## config.mk

```make
export PLATFORM = sky130hd
export DESIGN_NAME = intrapred
export DESIGN_NICKNAME = d
export VERILOG_FILES = /design/src/rtl/intrapred_pkg.sv /design/src/rtl/intrapred.sv /design/src/rtl/intrapred_sequencer.sv
export SDC_FILE = /design/constraint.sdc
export NUM_CORES = 1
export LEC_CHECK = 0
export BUFFER_PORTS_ARGS = -buffer_cell sky130_fd_sc_hd__buf_2
export CORE_ASPECT_RATIO = 0.8
export CORE_MARGIN = 2
export CORE_UTILIZATION = 40
export CTS_CLUSTER_SIZE = 10
export DETAILED_ROUTE_END_ITERATION = 8
export PLACE_DENSITY = 0.61
export SLEW_MARGIN = 0
export SYNTH_ARGS = -nofsm -noshare
export SYNTH_HDL_FRONTEND = slang
export SYNTH_HIERARCHICAL = 1
export SYNTH_SLANG_ARGS = --single-unit
```

## constraint.sdc

```tcl
create_clock -name clk -period 3.9 [get_ports clk]
set_input_delay 0.975 -clock clk [delete_from_list [all_inputs] [get_ports clk]]
set_output_delay 0.975 -clock clk [all_outputs]
set_load 0.05 [all_outputs]
```

## src/rtl/intrapred_pkg.sv

```systemverilog
// rtl/intrapred_pkg.sv - shared sequencer state encoding and default pipeline latency
package intrapred_pkg;

  typedef enum logic [1:0] {
    ST_IDLE = 2'd0,
    ST_RUN  = 2'd1,
    ST_DONE = 2'd2
  } seq_state_e;

  localparam int PIPE_LAT_DEFAULT = 5;

endpackage

```

## src/rtl/intrapred.sv

```systemverilog
// rtl/intrapred.sv - intra prediction wrapper; the sequencer drives the shared datapath enable
module intrapred
  import intrapred_pkg::*;
#(
  parameter int MB_NUMBER_BITS = 12,
  parameter int PIPE_LAT       = PIPE_LAT_DEFAULT
) (
  input  logic                    clk,
  input  logic                    reset,
  input  logic                    start,
  input  logic [MB_NUMBER_BITS:0] num_mbs,
  input  logic                    stall,
  input  logic                    abort,
  output logic                    enable,
  output logic [MB_NUMBER_BITS:0] mbnumber,
  output logic                    mb_done,
  output logic                    busy,
  output logic                    done
);

  intrapred_sequencer #(
    .MB_NUMBER_BITS (MB_NUMBER_BITS),
    .PIPE_LAT       (PIPE_LAT)
  ) u_seq (
    .clk      (clk),
    .reset    (reset),
    .start    (start),
    .num_mbs  (num_mbs),
    .stall    (stall),
    .abort    (abort),
    .enable   (enable),
    .mbnumber (mbnumber),
    .mb_done  (mb_done),
    .busy     (busy),
    .done     (done)
  );

endmodule

```

## src/rtl/intrapred_sequencer.sv

```systemverilog
// rtl/intrapred_sequencer.sv - frame sequencer: walks macroblocks, PIPE_LAT enable cycles each
module intrapred_sequencer
  import intrapred_pkg::*;
#(
  parameter int MB_NUMBER_BITS = 12,
  parameter int PIPE_LAT       = PIPE_LAT_DEFAULT
) (
  input  logic                    clk,
  input  logic                    reset,
  input  logic                    start,
  input  logic [MB_NUMBER_BITS:0] num_mbs,
  input  logic                    stall,
  input  logic                    abort,
  output logic                    enable,
  output logic [MB_NUMBER_BITS:0] mbnumber,
  output logic                    mb_done,
  output logic                    busy,
  output logic                    done
);

  localparam int LW = $clog2(PIPE_LAT + 1);
  localparam logic [LW-1:0] LAT_LAST = LW'(PIPE_LAT - 1);

  seq_state_e              state_q, state_d;
  logic [LW-1:0]           lat_q, lat_d;
  logic [MB_NUMBER_BITS:0] mb_q, mb_d;
  logic [MB_NUMBER_BITS:0] num_q, num_d;

  always_ff @(posedge clk or negedge reset) begin
    if (!reset) begin
      state_q <= ST_IDLE;
      lat_q   <= '0;
      mb_q    <= '0;
      num_q   <= '0;
    end else begin
      state_q <= state_d;
      lat_q   <= lat_d;
      mb_q    <= mb_d;
      num_q   <= num_d;
    end
  end

  always_comb begin
    state_d = state_q;
    lat_d   = lat_q;
    mb_d    = mb_q;
    num_d   = num_q;
    enable  = 1'b0;
    mb_done = 1'b0;
    busy    = 1'b0;
    done    = 1'b0;
    unique case (state_q)
      ST_IDLE: begin
        lat_d = '0;
        mb_d  = '0;
        if (start) begin
          num_d   = num_mbs;
          state_d = (num_mbs != '0) ? ST_RUN : ST_DONE;
        end
      end
      ST_RUN: begin
        busy   = 1'b1;
        enable = !stall;
        if (!stall) begin
          if (lat_q == LAT_LAST) begin
            mb_done = 1'b1;
            lat_d   = '0;
            if (mb_q == num_q - 1'b1) state_d = ST_DONE;
            else                      mb_d    = mb_q + 1'b1;
          end else begin
            lat_d = lat_q + 1'b1;
          end
        end
        // abort wins over completion, but the final mb_done above still shows
        if (abort) begin
          state_d = ST_IDLE;
          lat_d   = '0;
          mb_d    = '0;
        end
      end
      ST_DONE: begin
        busy    = 1'b1;
        done    = !abort;
        state_d = ST_IDLE;
        mb_d    = '0;
      end
      default: begin
        state_d = ST_IDLE;
        lat_d   = '0;
        mb_d    = '0;
      end
    endcase
  end

  assign mbnumber = mb_q;

endmodule

```

* Word level (Yosys, flattened, before mapping) *
Cells that the tools add are included.

word-level totals
  bits in registers = 31
  logic and storage cells = 48
  input bits = 18
  output and inout port bits = 17

operators by class
  mux-type cells = 22
  reduce and logical (&&, ||, !) cells = 9
  bitwise operators = 1
  add/subtract/negate cells = 3
  equal/unequal tests = 9

operators by type and width
  operator                 number
  $mux W13                 5
  $add A13 B1 Y13 const B  1
  $eq A13 B13 Y1           1
  $reduce_bool A13 Y1      1
  $sub A13 B1 Y13 const B  1
  $mux W2                  6
  $mux W3                  3
  $mux W1                  6
  $ne A3 B2 Y1 const B     2
  $ne A3 B3 Y1 const B     2
  $pmux W3 S2              1
  $pmux W2 S2              1
  $reduce_and A2 Y1        2
  $reduce_and A4 Y1        1
  $add A3 B1 Y3 const B    1
  $eq A3 B3 Y1 const B     1
  $reduce_and A3 Y1        1
  $eq A2 B1 Y1 const B     1
  $eq A2 B2 Y1 const B     1
  $logic_not A1 Y1         2
  $logic_not A2 Y1         1
  $ne A2 B2 Y1 const B     1
  $reduce_or A2 Y1         1
  $not A1 Y1               1

* Depth between registers and ports, before layout *
Gate-level depths: netlist of the first run.

  depth in word-level cells = 7
  depth in mapped cells = 10
  depth with buffers taken out = 9

* Least setup slack after synthesis of the first run *
No wires, ideal clock.

  path type = reg-to-reg
  start point = reg u_seq.num_q[0]
  end point = reg u_seq.mb_q[10] (netlist: u_seq/mbnumber[10])
  clock period less this slack = 2.746 ns
  arrival time = 2.671 ns
  required time = 3.824 ns
  buffers on the path = 1
  stages on the path, launching flop included = 11
  slack = 1.154 ns
  setup time = 0.076 ns
  cells stage by stage = dfrtp_1 inv_1 ha_1 or3b_1 nor3_1 o32ai_1 a31oi_1 o31ai_4 buf_6 or3_2 a21oi_2

on the way
  word-level cells in the longest chain between the ends = 4

RTL lines
  item                                RTL line                   source
  start, declared                     intrapred_sequencer.sv:27  logic [MB_NUMBER_BITS:0] num_q, num_d;
  start signal, assigned              intrapred_sequencer.sv:39  num_q <= num_d;
  $sub A13 B1 Y13                     intrapred_sequencer.sv:68  if (mb_q == num_q - 1'b1) state_d = ST_DONE;
  $eq A13 B13 Y1                      intrapred_sequencer.sv:68
  $ne A3 B3 Y1 (no source line)       n/a
  $reduce_and A3 Y1 (no source line)  n/a
  end signal, assigned                intrapred_sequencer.sv:38  mb_q <= mb_d;
  end, declared                       intrapred_sequencer.sv:26  logic [MB_NUMBER_BITS:0] mb_q, mb_d;

No other way between the ends.
A chain may end at the register's enable or synchronous reset.

* Final worst setup path of the first run *
  start point = reg u_seq.num_q[0]
  end point = reg u_seq.mb_q[7] (netlist: u_seq/mbnumber[7])

Same word-level chain as after synthesis.

==> impl_metrics.py, run 1 <==
metrics = {
    "setup_path": {
        "worstRegToRegCells": 9,
        "path_buf_inv": 1,
        "worstSetupPathType": "flop to flop",
        "cpPeakStageDelay_ns": 0.53,
        "end_kind": "flop",
        "crit_required_ns": 4.02,
        "crit_fanout": 16,
        "rrSetupSlack_ns": 0.83,
        "cp_slowest_cell": "o31ai_4",
        "worstPathCellList": "inv_1, ha_1, or3b_1, or3_1, o31ai_2, nand4_4, o31ai_4, or3_2, a21oi_2",
        "worstPathArrival_ns": 3.20,
        "cp_top_family": "simple AND/OR/NAND/NOR gates",
        "start_kind": "flop",
        "r2r_end": "u_seq/mbnumber[7]$_DFFE_PN0P_",
        "r2r_start": "u_seq/num_q[0]$_DFFE_PN0P_",
    },
    "placement": {
        "io_buffers": 34,
        "place_area_sq_mm": 0.00233,
        "gp_congestion": 0.784,
        "dp_hpwl_microns": 3370,
    },
    "power": {
        "p_comb_frac": 0.439,
        "seq_power_share": 0.369,
        "p_leak_nw": 0.975,
        "peakVddDrop_mv": 0.368,
        "p_total_mw": 1.44,
        "cell_internal_pwr_mw": 0.841,
        "powerDensity_mw_per_mm2": 593,
        "netSwitchingFraction": 0.415,
        "clkPwrFrac": 0.192,
        "power.switching_mw": 0.596,
    },
    "floorplanning": {
        "start_util": 0.421,
        "coreArea_sq_mm": 0.00506,
        "die_x_microns": 85.6,
        "rows": 23,
        "die_area_sq_mm": 0.00593,
        "fp.dieH_microns": 69.3,
        "pin_count": 35,
    },
    "global_routing": {
        "grt_use_total": 0.163,
        "grt_max_degree": 32,
        "grt_first_pass_wirelength_microns": 7730,
        "grt.overflow.total": 0,
        "antenna_found_initial": 0,
        "first_global_vias": 1599,
    },
    "logic_synthesis": {
        "syn-cell-area_sq_mm": 0.00213,
        "synth-edff-count": 0,
        "synth.most_common_cell": "dfrtp_1",
        "synth-seq-area-share": 0.364,
        "synth_top_flop_cell": "dfrtp_1",
        "synth_area_per_cell_sq_um": 10.1,
        "netlist_top_cells_count": "dfrtp_1 (31), mux2_2 (13), nor2_1 (12), xnor2_1 (12)",
        "yosysTopAreaCell": "dfrtp_1",
        "synth_warnings": 6,
        "synthTopCellsByArea": "dfrtp_1 (36%), mux2_2 (6.9%), xnor2_1 (4.9%)",
        "synth_top_area_share": 0.364,
        "syn_nets": 237,
        "yosysUniqueCellTypes": 58,
        "async_reset_ff_frac": 1.00,
        "synth_cells": 212,
        "ys_seq_elements": 31,
    },
    "drt": {
        "first_iter_violations": 59,
        "routedWlPerCell_microns": 14.5,
        "route.met3.wl_microns": 182,
        "route.met2.wl_microns": 1980,
        "ant_nets": 0,
        "vias": 1663,
        "drc": 0,
        "top_layer_used": "met4",
        "totalWireLength_microns": 4470,
        "via_per_inst": 5.40,
        "dr.pass1.iters": 4,
        "wl_met1_microns": 2270,
    },
    "layout": {
        "fin_util": 0.479,
        "fill_cells": 512,
        "design_area_sq_mm": 0.00243,
        "fin_nets": 270,
        "diodes": 0,
        "drive_gt1_frac": 0.333,
        "area_growth_pct": 13.8,
    },
    "cts": {
        "cts.htree.levels": 2,
        "clockBufferDepth": 2,
        "holdBufCountCts": 0,
        "numCtsBuffers": 5,
        "cts_resized": 0,
        "clock_latency_ns": 0.28,
        "cts_tree": "built",
        "cts_sinks": 31,
        "clk_pin_slew_worst_paths_ns": 0.06,
        "cts_root_buf": "clkbuf_8",
        "postCtsSetupRepairBufs": 0,
    },
    "timing": {
        "drv_slew": 0,
        "post-route-period-util": 0.787,
        "skew_ns": 0.00728,
        "rsz0062_at_grt": "no",
        "hold_ws_ns": 0.504,
        "setup_tns_ns": 0,
        "tightest_slew_ns": 0.803,
        "fin_crit_ns": 3.07,
        "setup_viol": 0,
        "hold_viol": 0,
        "slew_headroom": 0.464,
        "fmax_mhz": 326,
    },
    "flow_run": {
        "drv_cap": 0,
    },
    "status": {
        "outcome": "complete, no violations",
    },
    "min_path": {
        "hold_end": "u_seq/lat_q[2]$_DFFE_PN0P_",
        "min_path_cells": 1,
        "hold_class": "flop to flop",
        "holdCritStartpoint": "u_seq/lat_q[2]$_DFFE_PN0P_",
    },
}
## cells by family (layout without fill, tap and decap cells)
| logic type | Yosys count | count (layout) | synth area share |
|---|---|---|---|
| adder cells (fa/ha/maj) | 7 | 7 | 0.0411 |
| XOR/XNOR | 15 | 15 | 0.0616 |
| AO/OA/AOI/OAI | 46 | 46 | 0.184 |
| buffers and inverters | 15 | 49 | 0.0376 |
| AND/OR/NAND/NOR | 84 | 84 | 0.238 |
| flip-flops | 31 | 31 | 0.364 |
| multiplexers | 14 | 14 | 0.0734 |
## power groups by stage
stage	clock (mW)	sequential, mW	combinational, mW
finish	0.276	0.531	0.631
floorplan	0	0.482	0.570
CTS	0.285	0.531	0.639
global placement	0	0.532	0.626
detailed placement	0	0.536	0.634
global route	0.300	0.550	0.692
## registers in the layout, summed over array words and instances, names as in the netlist
signal          flops
u_seq/num_q        13
u_seq/lat_q         3
u_seq/mbnumber     13
u_seq/state_q       2
## how the worst max path moves through the flow
stage | start | to | slack (ns) | cells after the start
floorplan | u_seq/num_q[0]$_DFFE_PN0P_ | u_seq/mbnumber[10]$_DFFE_PN0P_ | 1.15 | 10
global placement | u_seq/num_q[0]$_DFFE_PN0P_ | u_seq/mbnumber[6]$_DFFE_PN0P_ | 0.88 | 9
detailed placement | u_seq/num_q[0]$_DFFE_PN0P_ | u_seq/mbnumber[11]$_DFFE_PN0P_ | 0.82 | 9
CTS | u_seq/num_q[0]$_DFFE_PN0P_ | u_seq/mbnumber[9]$_DFFE_PN0P_ | 0.79 | 9
global route | u_seq/num_q[0]$_DFFE_PN0P_ | u_seq/mbnumber[7]$_DFFE_PN0P_ | 0.58 | 9
finish | u_seq/num_q[0]$_DFFE_PN0P_ | u_seq/mbnumber[7]$_DFFE_PN0P_ | 0.83 | 9
## cells in the final DEF (no fill, tap or decap), types with 2 or more instances in the layout
master and count:
nand4_1 3, nor2b_1 4, nor2_1 12, or4_1 2, buf_2 34, ha_1 7
o21ai_2 2, a21oi_2 8, o21ai_0 5, o21ai_1 8, xor2_1 3, nand2_1 10
nand2b_1 5, dfrtp_1 31, or3_2 8, and3_1 4, inv_1 7, mux2_2 13
clkbuf_8 7, nor3_1 5, o31ai_4 2, o31ai_1 2, and2_1 2, a21oi_1 3
nor3b_1 3, xnor2_1 12, nand3_1 10, or3_1 3, nor4_1 5
## routing by layer
metal,up-vias,GRT usage
li1,846,-
met4,0,0.0529
met2,26,0.238
met5,-,0
met1,787,0.235
met3,4,0.0393
## metrics by stage
stage | setup slack [ns] | cells
2_1_floorplan | 1.15 | 212
3_3_place_gp | 0.881 | 300
3_5_place_dp | 0.818 | 300
4_1_cts | 0.793 | 308
5_1_grt | 0.585 | 308
6_report | 0.829 | 308
## layout make-up
| class | instances | area, sq um | share of cell area |
|---|---|---|---|
| clock buffer | 8 | 100 | 0.0413 |
| inverter | 7 | 26.3 | 0.0108 |
| multi-input combinational | 166 | 1280 | 0.526 |
| sequential | 31 | 776 | 0.320 |
| tap | 62 | 77.6 | 0.0320 |
| timing repair buffer | 34 | 170 | 0.0701 |
No activity file was read; power rests on OpenSTA's default activity.
==> inputs of run 2 (changes only) <==
PLACE_DENSITY = 0.63   (was 0.61)
clock period = 2.6 ns   (was 3.9 ns; I/O delays follow)
==> run 2 against run 1 <==
Against the previous run:
- the flow now finishes with violations (setup timing)
- power rose by 72%
- register-to-register slack got worse by 0.93 ns
- first-iteration DRC count rose by 24%
==> impl_metrics.py, run 2 (synthesis results as in run 1) <==
metrics = {
    "global_routing": {
        "first_global_vias": 1726,
        "grt.overflow.total": 0,
        "grt_max_degree": 32,
        "antenna_found_initial": 0,
        "grt_first_pass_wirelength_microns": 8450,
        "grt_use_total": 0.179,
    },
    "setup_path": {
        "cpPeakStageDelay_ns": 0.58,
        "worstPathArrival_ns": 2.86,
        "worstSetupPathType": "flop to flop",
        "cp_top_family": "simple AND/OR/NAND/NOR gates",
        "worstPathCellList": "or4_4, or3_4, a2111oi_4, nand4_4, buf_6, o31ai_4, mux2i_1, nor2_1",
        "path_buf_inv": 1,
        "crit_fanout": 6,
        "end_kind": "flop",
        "crit_required_ns": 2.77,
        "cp_slowest_cell": "or4_4",
        "start_kind": "flop",
    },
    "placement": {
        "gp_congestion": 0.783,
        "dp_hpwl_microns": 3710,
        "io_buffers": 34,
        "place_inst": 322,
        "dp_slack_ns": -0.118,
        "place_area_sq_mm": 0.00253,
    },
    "layout": {
        "fin_nets": 292,
        "diodes": 0,
        "area_growth_pct": 26.1,
        "finalNonFillerCells": 330,
        "multi_input_area_sq_mm": 0.00136,
        "layout.cells.most_common": "buf_2",
        "fill_cells": 463,
        "drive_gt1_frac": 0.429,
        "design_area_sq_mm": 0.00269,
        "seq_area_sq_um": 776,
        "final_cell_mix": "buf_2 (34), dfrtp_1 (31), buf_4 (20)",
        "fin_util": 0.531,
    },
    "drt": {
        "dr.pass1.iters": 4,
        "first_iter_violations": 73,
        "ant_nets": 0,
        "totalWireLength_microns": 4950,
        "via_per_inst": 5.46,
        "routedWlPerCell_microns": 15.0,
        "drc": 0,
        "vias": 1803,
    },
    "cts": {
        "clk_pin_slew_worst_paths_ns": 0.07,
        "cts_tree": "built",
        "clockBufferDepth": 2,
        "cts_sinks": 31,
        "numCtsBuffers": 5,
        "cts.htree.levels": 2,
        "clock_latency_ns": 0.29,
        "holdBufCountCts": 0,
        "postCtsSetupRepairBufs": 0,
        "cts_root_buf": "clkbuf_8",
    },
    "timing": {
        "drv_slew": 0,
        "tightest_slew_ns": 0.718,
        "setup_viol": 15,
        "hold_ws_ns": 0.411,
        "rsz0062_at_grt": "yes",
        "skew_ns": 0.00845,
        "post-route-period-util": 1.04,
        "setup_tns_ns": -0.633,
        "slew_headroom": 0.521,
        "fmax_mhz": 371,
        "hold_viol": 0,
        "fin_crit_ns": 2.70,
        "worst_slack_ns": -0.0961,
    },
    "floorplanning": {
        "die_x_microns": 85.6,
        "rows": 23,
        "start_util": 0.421,
        "die_area_sq_mm": 0.00593,
        "fp.dieH_microns": 69.3,
        "pin_count": 35,
        "coreArea_sq_mm": 0.00506,
    },
    "power": {
        "p_total_mw": 2.47,
        "powerDensity_mw_per_mm2": 918,
        "peakVddDrop_mv": 0.683,
        "p_leak_nw": 1.10,
    },
    "status": {
        "violations": "setup timing",
        "outcome": "finished with violations",
    },
    "flow_run": {
        "drv_cap": 0,
    },
    "min_path": {
        "hold_class": "input port to asynchronous set/reset pin",
    },
}
run 2: changes by cell type in the layout (fill, tap and decap cells not counted), moves of 2 or more:
cell      before  now
buf_4          0   20
or3_4          1    4
o311ai_2       0    2
or4_1          2    0
or3_2          8    6
or4_4          1    3
run 2: power breakdown:
| group | total (mW) | leakage (nW) | internal, mW | switching [mW] |
|---|---|---|---|---|
| combinational | 1.32 | 0.649 | 0.609 | 0.712 |
| sequential | 0.728 | 0.401 | 0.606 | 0.121 |
| clock | 0.419 | 0.0515 | 0.241 | 0.177 |
run 2: worst paths after layout:
kind,startpoint,end,slack [ns],depth (start not counted)
setup / recovery,u_seq/num_q[1]$_DFFE_PN0P_,u_seq/mbnumber[1]$_DFFE_PN0P_,-0.1,8
max in group asynchronous,reset,u_seq/num_q[2]$_DFFE_PN0P_,1.72,1
min in group clk,u_seq/lat_q[2]$_DFFE_PN0P_,u_seq/lat_q[2]$_DFFE_PN0P_,0.52,1
hold / removal,reset,u_seq/mbnumber[8]$_DFFE_PN0P_,0.41,1
setup reg to reg,u_seq/num_q[1]$_DFFE_PN0P_,u_seq/mbnumber[1]$_DFFE_PN0P_,-0.1,8
hold reg to reg,u_seq/lat_q[2]$_DFFE_PN0P_,u_seq/lat_q[2]$_DFFE_PN0P_,0.52,1
run 2: worst reg2reg max path, cell delays in order, from the launching register on:
cell and delay, ns:
dfrtp_1 0.40, or4_4 0.58, or3_4 0.36, a2111oi_4 0.34, nand4_4 0.17, buf_6 0.16
o31ai_4 0.30, mux2i_1 0.23, nor2_1 0.05
run 2: final cells by class:
type / count / share of cell area
tap: 62 / 0.0289
timing repair buffer: 56 / 0.131
inverter: 7 / 0.00977
clock buffer: 8 / 0.0372
multi-input combinational: 166 / 0.505
sequential: 31 / 0.289
run 2: repair_timing:
| action | in CTS | in global routing |
|---|---|---|
| endpoints found under the hold margin | 0 | 0 |
| resized for setup | 8 | 3 |
| pin swaps | 8 | 1 |
| endpoints found under the setup margin | 15 | 15 |
run 2: routing by layer:
layer	share of wire	global-route usage
met4	0.0081	0.0476
met1	0.51	0.258
met3	0.044	0.0464
met5	0	0
met2	0.43	0.265
